[src/rtl/lsu_ctrl.sv]
// Load/store unit controller: accepts one core request, drives data memory, returns an extended result.
// Latency: aligned 2 cycles accept-to-resp, errors 1 cycle, split n+1; req_ready only in IDLE.
// Build option: MISALIGNED_SPLIT_EN turns misaligned H/W accesses into byte sequences instead of errors.
module lsu_ctrl #(
    parameter int unsigned ADDR_LIMIT = 256
) (
    input  logic        clk,
    input  logic        reset,
    input  logic        req_valid,
    output logic        req_ready,
    input  logic        req_we,
    input  logic [2:0]  req_funct3,
    input  logic [31:0] req_addr,
    input  logic [31:0] req_wdata,
    output logic        resp_valid,
    output logic [31:0] resp_rdata,
    output logic        resp_err,
    output logic [31:0] mem_addr,
    output logic [31:0] mem_wdata,
    output logic [2:0]  mem_size,
    output logic        mem_wr_en,
    output logic        mem_rd_en,
    input  logic [31:0] mem_rdata
);

    localparam logic [1:0] S_IDLE   = 2'd0;
    localparam logic [1:0] S_ACCESS = 2'd1;
`ifdef MISALIGNED_SPLIT_EN
    localparam logic [1:0] S_SPLIT  = 2'd2;
`endif
    localparam logic [1:0] S_RESP   = 2'd3;

    logic [1:0]  state_q, state_d;
    logic        we_q, err_q;
    logic [2:0]  funct3_q;
    logic [31:0] addr_q, wdata_q;
    logic [31:0] buf_q, buf_d;
`ifdef MISALIGNED_SPLIT_EN
    logic [1:0]  cnt_q, cnt_d;
    logic [31:0] wdata_shift;
    logic        split_last;
`endif

    logic [2:0]  req_nbytes;
    logic        req_illegal, req_oor, req_misal, req_err;
    logic [32:0] req_end;

    always_comb begin
        case (req_funct3[1:0])
            2'b00:   req_nbytes = 3'd1;
            2'b01:   req_nbytes = 3'd2;
            default: req_nbytes = 3'd4;
        endcase
    end

    assign req_illegal = (req_funct3 == 3'b011) || (req_funct3[2:1] == 2'b11)
                       || (req_we && req_funct3[2]);
    // 33-bit sum so addresses near 2^32 cannot wrap back into range
    assign req_end   = {1'b0, req_addr} + {30'b0, req_nbytes};
    assign req_oor   = req_end > 33'(ADDR_LIMIT);
    assign req_misal = ((req_funct3[1:0] == 2'b01) && req_addr[0])
                     || ((req_funct3[1:0] == 2'b10) && (req_addr[1:0] != 2'b00));
`ifdef MISALIGNED_SPLIT_EN
    assign req_err   = req_illegal || req_oor;
    assign split_last = (funct3_q[1:0] == 2'b01) ? (cnt_q == 2'd1) : (cnt_q == 2'd3);
    assign wdata_shift = wdata_q >> {cnt_q, 3'b000};
`else
    assign req_err   = req_illegal || req_oor || req_misal;
`endif

    always_comb begin
        state_d = state_q;
        buf_d   = buf_q;
`ifdef MISALIGNED_SPLIT_EN
        cnt_d   = cnt_q;
`endif
        case (state_q)
            S_IDLE: begin
                if (req_valid) begin
                    buf_d = 32'b0;
`ifdef MISALIGNED_SPLIT_EN
                    cnt_d = 2'd0;
                    if (req_err)        state_d = S_RESP;
                    else if (req_misal) state_d = S_SPLIT;
                    else                state_d = S_ACCESS;
`else
                    state_d = req_err ? S_RESP : S_ACCESS;
`endif
                end
            end
            S_ACCESS: begin
                buf_d   = mem_rdata;
                state_d = S_RESP;
            end
`ifdef MISALIGNED_SPLIT_EN
            S_SPLIT: begin
                buf_d[{cnt_q, 3'b000} +: 8] = mem_rdata[7:0];
                cnt_d = cnt_q + 2'd1;
                if (split_last) state_d = S_RESP;
            end
`endif
            default: state_d = S_IDLE;
        endcase
    end

    always_ff @(posedge clk) begin
        if (reset) begin
            state_q  <= S_IDLE;
            we_q     <= 1'b0;
            err_q    <= 1'b0;
            funct3_q <= 3'b0;
            addr_q   <= 32'b0;
            wdata_q  <= 32'b0;
            buf_q    <= 32'b0;
`ifdef MISALIGNED_SPLIT_EN
            cnt_q    <= 2'd0;
`endif
        end else begin
            state_q <= state_d;
            buf_q   <= buf_d;
`ifdef MISALIGNED_SPLIT_EN
            cnt_q   <= cnt_d;
`endif
            if (state_q == S_IDLE && req_valid) begin
                we_q     <= req_we;
                err_q    <= req_err;
                funct3_q <= req_funct3;
                addr_q   <= req_addr;
                wdata_q  <= req_wdata;
            end
        end
    end

    always_comb begin
        req_ready  = (state_q == S_IDLE);
        resp_valid = 1'b0;
        resp_err   = 1'b0;
        resp_rdata = 32'b0;
        mem_addr   = 32'b0;
        mem_wdata  = 32'b0;
        mem_size   = 3'b000;
        mem_wr_en  = 1'b0;
        mem_rd_en  = 1'b0;
        case (state_q)
            S_ACCESS: begin
                mem_addr  = addr_q;
                mem_wdata = wdata_q;
                mem_size  = {1'b0, funct3_q[1:0]};
                mem_wr_en = we_q;
                mem_rd_en = !we_q;
            end
`ifdef MISALIGNED_SPLIT_EN
            S_SPLIT: begin
                mem_addr  = addr_q + {30'b0, cnt_q};
                mem_wdata = {24'b0, wdata_shift[7:0]};
                mem_wr_en = we_q;
                mem_rd_en = !we_q;
            end
`endif
            S_RESP: begin
                resp_valid = 1'b1;
                resp_err   = err_q;
                if (!err_q && !we_q) begin
                    case (funct3_q)
                        3'b000:  resp_rdata = {{24{buf_q[7]}}, buf_q[7:0]};
                        3'b100:  resp_rdata = {24'b0, buf_q[7:0]};
                        3'b001:  resp_rdata = {{16{buf_q[15]}}, buf_q[15:0]};
                        3'b101:  resp_rdata = {16'b0, buf_q[15:0]};
                        default: resp_rdata = buf_q;
                    endcase
                end
            end
            default: ;
        endcase
        // Memory writes on the falling edge, so strobes must drop as soon as reset rises
        if (reset) begin
            mem_wr_en = 1'b0;
            mem_rd_en = 1'b0;
        end
    end

endmodule

[config.mk]
export PLATFORM = sky130hd
export DESIGN_NAME = lsu_ctrl
export DESIGN_NICKNAME = d
export VERILOG_FILES = /design/src/rtl/lsu_ctrl.sv
export SDC_FILE = /design/constraint.sdc
export NUM_CORES = 1
export LEC_CHECK = 0
export ABC_AREA = 1
export BUFFER_PORTS_ARGS = -buffer_cell sky130_fd_sc_hd__buf_4
export CAP_MARGIN = 20
export CORE_UTILIZATION = 54
export DETAILED_ROUTE_END_ITERATION = 12
export PLACE_DENSITY = 0.85
export RECOVER_POWER = 50
export SKIP_LAST_GASP = 1
export SLEW_MARGIN = 15
export SYNTH_ARGS = -nofsm -noshare
export SYNTH_HDL_FRONTEND = slang
export SYNTH_SLANG_ARGS = --single-unit
[constraint.sdc]
create_clock -name clk -period 5.3 [get_ports clk]
set_input_delay 0.53 -clock clk [delete_from_list [all_inputs] [get_ports clk]]
set_output_delay 0.53 -clock clk [all_outputs]
set_load 0.1 [all_outputs]
; After elaboration in Yosys (flattened, before gate mapping)
; Cells that the tools add are included.
[totals]
reg_bits = 103
input_bits = 103
output_inout_bits = 104
elab_cells = 55
[classes]
n_addsub = 1
order_cmp = 1
n_eq_ne = 10
mux = 18
n_reduce_logical = 18
[op_table]
columns = operator, count
row1 = 32-bit two-way mux, 5
row2 = 32-bit case mux with 4 select lines, 1
row3 = 32-bit case mux with 2 select lines, 1
row4 = 32-bit by 3-bit adder with 33-bit output, 1
row5 = 33-bit by 9-bit > comparator with 1-bit output (second input constant), 1
row6 = 2-bit equality test (second input constant), 3
row7 = 3-bit equality test (second input constant), 2
row8 = 1-bit two-way mux, 6
row9 = 2-bit two-way mux, 3
row10 = 3-bit case mux with 2 select lines, 1
row11 = 1-bit logical AND, 5
row12 = 1-bit logical OR, 5
row13 = 2-bit by 1-bit equality test with 1-bit output (second input constant), 2
row14 = 2-bit logical NOT, 2
row15 = 2-bit case mux with 2 select lines, 1
row16 = 2-bit nonzero test, 2
row17 = 3-bit by 1-bit equality test with 1-bit output (second input constant), 1
row18 = 3-bit by 2-bit equality test with 1-bit output (second input constant), 1
row19 = 3-bit logical NOT, 1
row20 = 1-bit logical NOT, 2
row21 = 2-bit inequality test (second input constant), 1
row22 = 2-bit AND reduction, 1

; Longest topological paths before layout
[logic_depth]
depth_word = 9
depth_mapped = 18
mapped_depth_nobuf = 18

; Worst setup path before layout
; Ideal clock, no wire load.
[synth_timing]
path_type = flip-flop to output port
startpoint = reg state_q[1]
endpoint = out resp_rdata[21]
arrival_ns = 3.264
required_time_ns = 4.770
slack_ns = 1.506
stages_incl_launch_ff = 7
path_buffers = 1
cell_sequence = dfxtp_1 > nand2_1 > inv_1 > nand2_1 > o21bai_1 > buf_2 > nor2_1
[synth_between]
elab_chain_len = 2
[synth_lines]
columns = element, line_no
row1 = from (decl), 33  ; logic [1:0] state_q, state_d;
row2 = from (signal assigned), 119  ; state_q <= state_d;
row3 = 2-bit equality test, 144  ; case (state_q)
row4 = 32-bit two-way mux, 144
row5 = to (decl), 16  ; output logic [31:0] resp_rdata,
; Every way passes these cells.

; Final worst setup path
[layout_timing]
startpoint = reg state_q[1]
endpoint = reg funct3_q[0]
[layout_between]
elab_chain_len = 2
[layout_lines]
columns = element, line_no
row1 = 2-bit logical NOT, 124  ; if (state_q == S_IDLE && req_valid) begin
row2 = 1-bit logical AND, 124
row3 = to (signal assigned), 127  ; funct3_q <= req_funct3;
row4 = to (decl), 35  ; logic [2:0] funct3_q;
; Every way passes these cells.
; A chain may end at the register's enable or synchronous reset.

==> metrics.json <==
{
  "synth_seq_cells": {"value": 103},
  "timing.critical_path.slowest_stage_cell": {"value": "sky130_fd_sc_hd__clkbuf_2"},
  "leakage": {"value": 3.39, "unit": "nW"},
  "failed_checks": {"value": "capacitance limit, slew limit"},
  "yosysWarningCount": {"value": 0},
  "worstHoldPathType": {"value": "input pin to flop"},
  "finalInstanceArea": {"value": 0.00722, "unit": "mm^2"},
  "ant_nets": {"value": 0},
  "wire_per_inst": {"value": 13.6, "unit": "um"},
  "cts.path.max_buffers": {"value": 2},
  "core.rowCount": {"value": 36},
  "netlist_area": {"value": 0.00547, "unit": "mm^2"},
  "cts_sinks": {"value": 103},
  "antenna-diode-count": {"value": 0},
  "route.final.wire_length": {"value": 15700, "unit": "um"},
  "globalRouteOverflowTotal": {"value": 0},
  "worst_path_most_repeated_cell": {"value": "sky130_fd_sc_hd__nor2_1"},
  "drtPass1Iterations": {"value": 7},
  "totalPowerFinal": {"value": 0.00192, "unit": "W"},
  "setup_viol": {"value": 0},
  "vias_per_cell": {"value": 5.12},
  "synthToLayoutAreaGrowth": {"value": 31.9, "unit": "%"},
  "min_period": {"value": 3490, "unit": "ps"},
  "rsz_0062_raised_after_global_routing": {"value": "false"},
  "portBuffers": {"value": 205},
  "post-route-drc-count": {"value": 0},
  "clkSlewWorstSetupHoldPaths": {"value": 100, "unit": "ps"},
  "num-nets-final": {"value": 1129},
  "floorplan.io_pins": {"value": 207},
  "power.density": {"value": 266, "unit": "mW/mm^2"},
  "synthesis.instances": {"value": 843},
  "worst_path_required_time": {"value": 5570, "unit": "ps"},
  "tritoncts": {"value": "built"},
  "ctsRootBufferMaster": {"value": "sky130_fd_sc_hd__clkbuf_8"},
  "globalplace.congestion": {"value": 0.895},
  "vdd_ir_drop_max": {"value": 0.000204, "unit": "V"},
  "synthesis.nets": {"value": 950},
  "place_inst": {"value": 1143},
  "hold_viol": {"value": 0},
  "slew_violations": {"value": 103},
  "pre_cts_ws": {"value": 2630, "unit": "ps"},
  "run_status": {"value": "complete, but fails checks"},
  "placedInstanceArea": {"value": 0.00706, "unit": "mm^2"},
  "die-area": {"value": 0.0105, "unit": "mm^2"},
  "setup.worst_path.end_class": {"value": "flop"},
  "cts-htree-levels": {"value": 3},
  "post_cts_resize_count": {"value": 0},
  "die_h": {"value": 103, "unit": "um"},
  "post_cts.repair.setup_buffers": {"value": 0},
  "worst_slack": {"value": 1810, "unit": "ps"},
  "finalCritPeriodShare": {"value": 0.658},
  "synth_cell_types": {"value": 33},
  "timing.critical_path.fanout_max": {"value": 102},
  "critPathArrivalTime": {"value": 3750, "unit": "ps"},
  "overall_track_demand_over_capacity_in_global_routing": {"value": 0.302},
  "fin_worst_skew": {"value": 11.8, "unit": "ps"},
  "core_region_area": {"value": 0.00982, "unit": "mm^2"},
  "antenna_violations_before_repair": {"value": 0},
  "worst_skew_pair.late_latency": {"value": 370, "unit": "ps"},
  "max-slew-margin-rel": {"value": -0.259},
  "cts_hold_buffers": {"value": 0},
  "grt_pass1_vias": {"value": 5527},
  "most_frequent_cells_in_the_layout": {"value": "sky130_fd_sc_hd__nor2_1 (271), sky130_fd_sc_hd__buf_4 (206), sky130_fd_sc_hd__nand2_1 (119), sky130_fd_sc_hd__inv_1 (108), sky130_fd_sc_hd__dfxtp_1 (103)"},
  "routed-via-count": {"value": 5939},
  "drt_iter0_markers": {"value": 251},
  "worst_setup_path_start_kind": {"value": "flop"},
  "tritoncts.num_buffers": {"value": 9},
  "grt_pass1_wl": {"value": 25000, "unit": "um"},
  "crit_chain": {"value": "nor2_1, nand2_1, clkbuf_2, nor2_1, a211oi_1"},
  "worst-slew-pin-transition": {"value": 1890, "unit": "ps"},
  "initial_utilization": {"value": 0.557},
  "layout-drive-gt1-share": {"value": 0.238},
  "grt_max_degree": {"value": 103},
  "detailedPlacementHpwl": {"value": 11500, "unit": "um"},
  "timing_worst_setup_path_type": {"value": "flop to flop"},
  "clock.fmax": {"value": 287, "unit": "MHz"},
  "die_w": {"value": 103, "unit": "um"},
  "layoutNonFillerInstCount": {"value": 1160},
  "timing.max_cap.violations": {"value": 1},
  "mostFrequentLayoutCell": {"value": "sky130_fd_sc_hd__nor2_1"},
  "sequential_element_share_of_the_synthesized_area": {"value": 0.377},
  "setup_tns_final": {"value": 0, "unit": "ps"},
  "avgSynthCellArea": {"value": 6.49, "unit": "um^2"},
  "cpPeakStageDelay": {"value": 1480, "unit": "ps"}
}
worst max-delay path, delay by kind of cell (launching register included):
family / cells / cell delay [ps]
AOI/OAI and AO/OA: 1 / 290
buffers and inverters: 1 / 1480
DFF: 1 / 390
and+or+nand+nor: 3 / 1150
kinds of logic (layout without fill, tap and decap cells):
kind of cell    Yosys count  in the layout  share of synthesized area
fa+ha+maj                 4              4                     0.0105
other cells               1              1                   0.000685
buf+inv                 155            339                      0.108
simple gates            453            453                      0.340
compound gates          125            125                      0.161
xor+xnor                  2              2                    0.00320
flops                   103            103                      0.377
cells in the mapped netlist:
library cell | n | area [um^2]
sky130_fd_sc_hd__nand4_1 | 8 | 50.1
sky130_fd_sc_hd__a21oi_1 | 14 | 70.1
sky130_fd_sc_hd__conb_1 | 1 | 3.75
sky130_fd_sc_hd__or2_2 | 2 | 12.5
sky130_fd_sc_hd__o21bai_1 | 1 | 7.51
sky130_fd_sc_hd__clkbuf_1 | 32 | 120
sky130_fd_sc_hd__nor2_2 | 4 | 25.0
sky130_fd_sc_hd__nand3b_1 | 5 | 37.5
sky130_fd_sc_hd__nand3_1 | 25 | 125
sky130_fd_sc_hd__dfxtp_1 | 103 | 2060
sky130_fd_sc_hd__a21boi_0 | 1 | 7.51
sky130_fd_sc_hd__o21ai_1 | 3 | 15.0
sky130_fd_sc_hd__nor3_2 | 1 | 10.0
sky130_fd_sc_hd__nor2_1 | 272 | 1020
sky130_fd_sc_hd__nor2_4 | 4 | 45.0
sky130_fd_sc_hd__a22oi_1 | 32 | 240
sky130_fd_sc_hd__buf_1 | 6 | 22.5
sky130_fd_sc_hd__inv_1 | 109 | 409
sky130_fd_sc_hd__xor2_1 | 1 | 8.76
sky130_fd_sc_hd__xnor2_1 | 1 | 8.76
sky130_fd_sc_hd__nand2_2 | 6 | 37.5
sky130_fd_sc_hd__nand3_2 | 3 | 30.0
sky130_fd_sc_hd__buf_2 | 4 | 20.0
sky130_fd_sc_hd__fa_1 | 1 | 20.0
sky130_fd_sc_hd__buf_4 | 1 | 7.51
sky130_fd_sc_hd__nand2_1 | 119 | 447
sky130_fd_sc_hd__o21ai_0 | 7 | 35.0
sky130_fd_sc_hd__ha_1 | 3 | 37.5
sky130_fd_sc_hd__o21a_1 | 1 | 7.51
sky130_fd_sc_hd__and2_1 | 1 | 6.26
sky130_fd_sc_hd__clkinv_1 | 3 | 11.3
sky130_fd_sc_hd__nor3_1 | 3 | 15.0
sky130_fd_sc_hd__a211oi_1 | 66 | 495
path summary, 6_finish.rpt:
kind                 startpoint          end  slack (ps)  depth (start not counted)
hold / removal    mem_rdata[30]    buf_q[30]         410                          3
setup / recovery     state_q[1]  funct3_q[0]        1810                          5
setup reg to reg     state_q[1]  funct3_q[0]        1810                          5
hold reg to reg      addr_q[14]   addr_q[14]         470                          2
area by class of cell:
| type | count | area, um^2 |
|---|---|---|
| multi-input combinational | 585 | 2820 |
| fill | 854 | 2600 |
| sequential | 103 | 2060 |
| timing repair buffer | 211 | 1570 |
| inverter | 112 | 420 |
| tap | 133 | 166 |
| clock buffer | 10 | 128 |
| clock inverter | 6 | 55.1 |
metal layers:
| metal | GRT usage | up-vias | wire (um) |
|---|---|---|---|
| met3 | 0.0820 | 54 | 1340 |
| met1 | 0.367 | 2600 | 6470 |
| li1 | - | 3033 | - |
| met4 | 0.167 | 0 | 770 |
| met5 | 0 | - | 0 |
| met2 | 0.484 | 252 | 7150 |
registers in the layout, summed over array words and instances, names as in the netlist:
signal / count
wdata_q: 32
err_q: 1
addr_q: 32
funct3_q: 3
buf_q: 32
state_q: 2
we_q: 1
stage by stage:
| step | hold WS [ps] | util |
|---|---|---|
| finish | 407 | 0.735 |
| global route | 405 | 0.735 |
| CTS | 398 | 0.737 |
| detailed placement | 453 | 0.719 |
| global placement | 451 | 0.719 |
| floorplan | 440 | - |
power breakdown:
group          switching, W  leakage [nW]  total, W  internal, W
registers         0.0000238         0.848  0.000868     0.000845
logic              0.000416          2.46  0.000585     0.000168
clock network      0.000290        0.0865  0.000469     0.000180
Note: power is estimated with default switching activity, not from simulation.
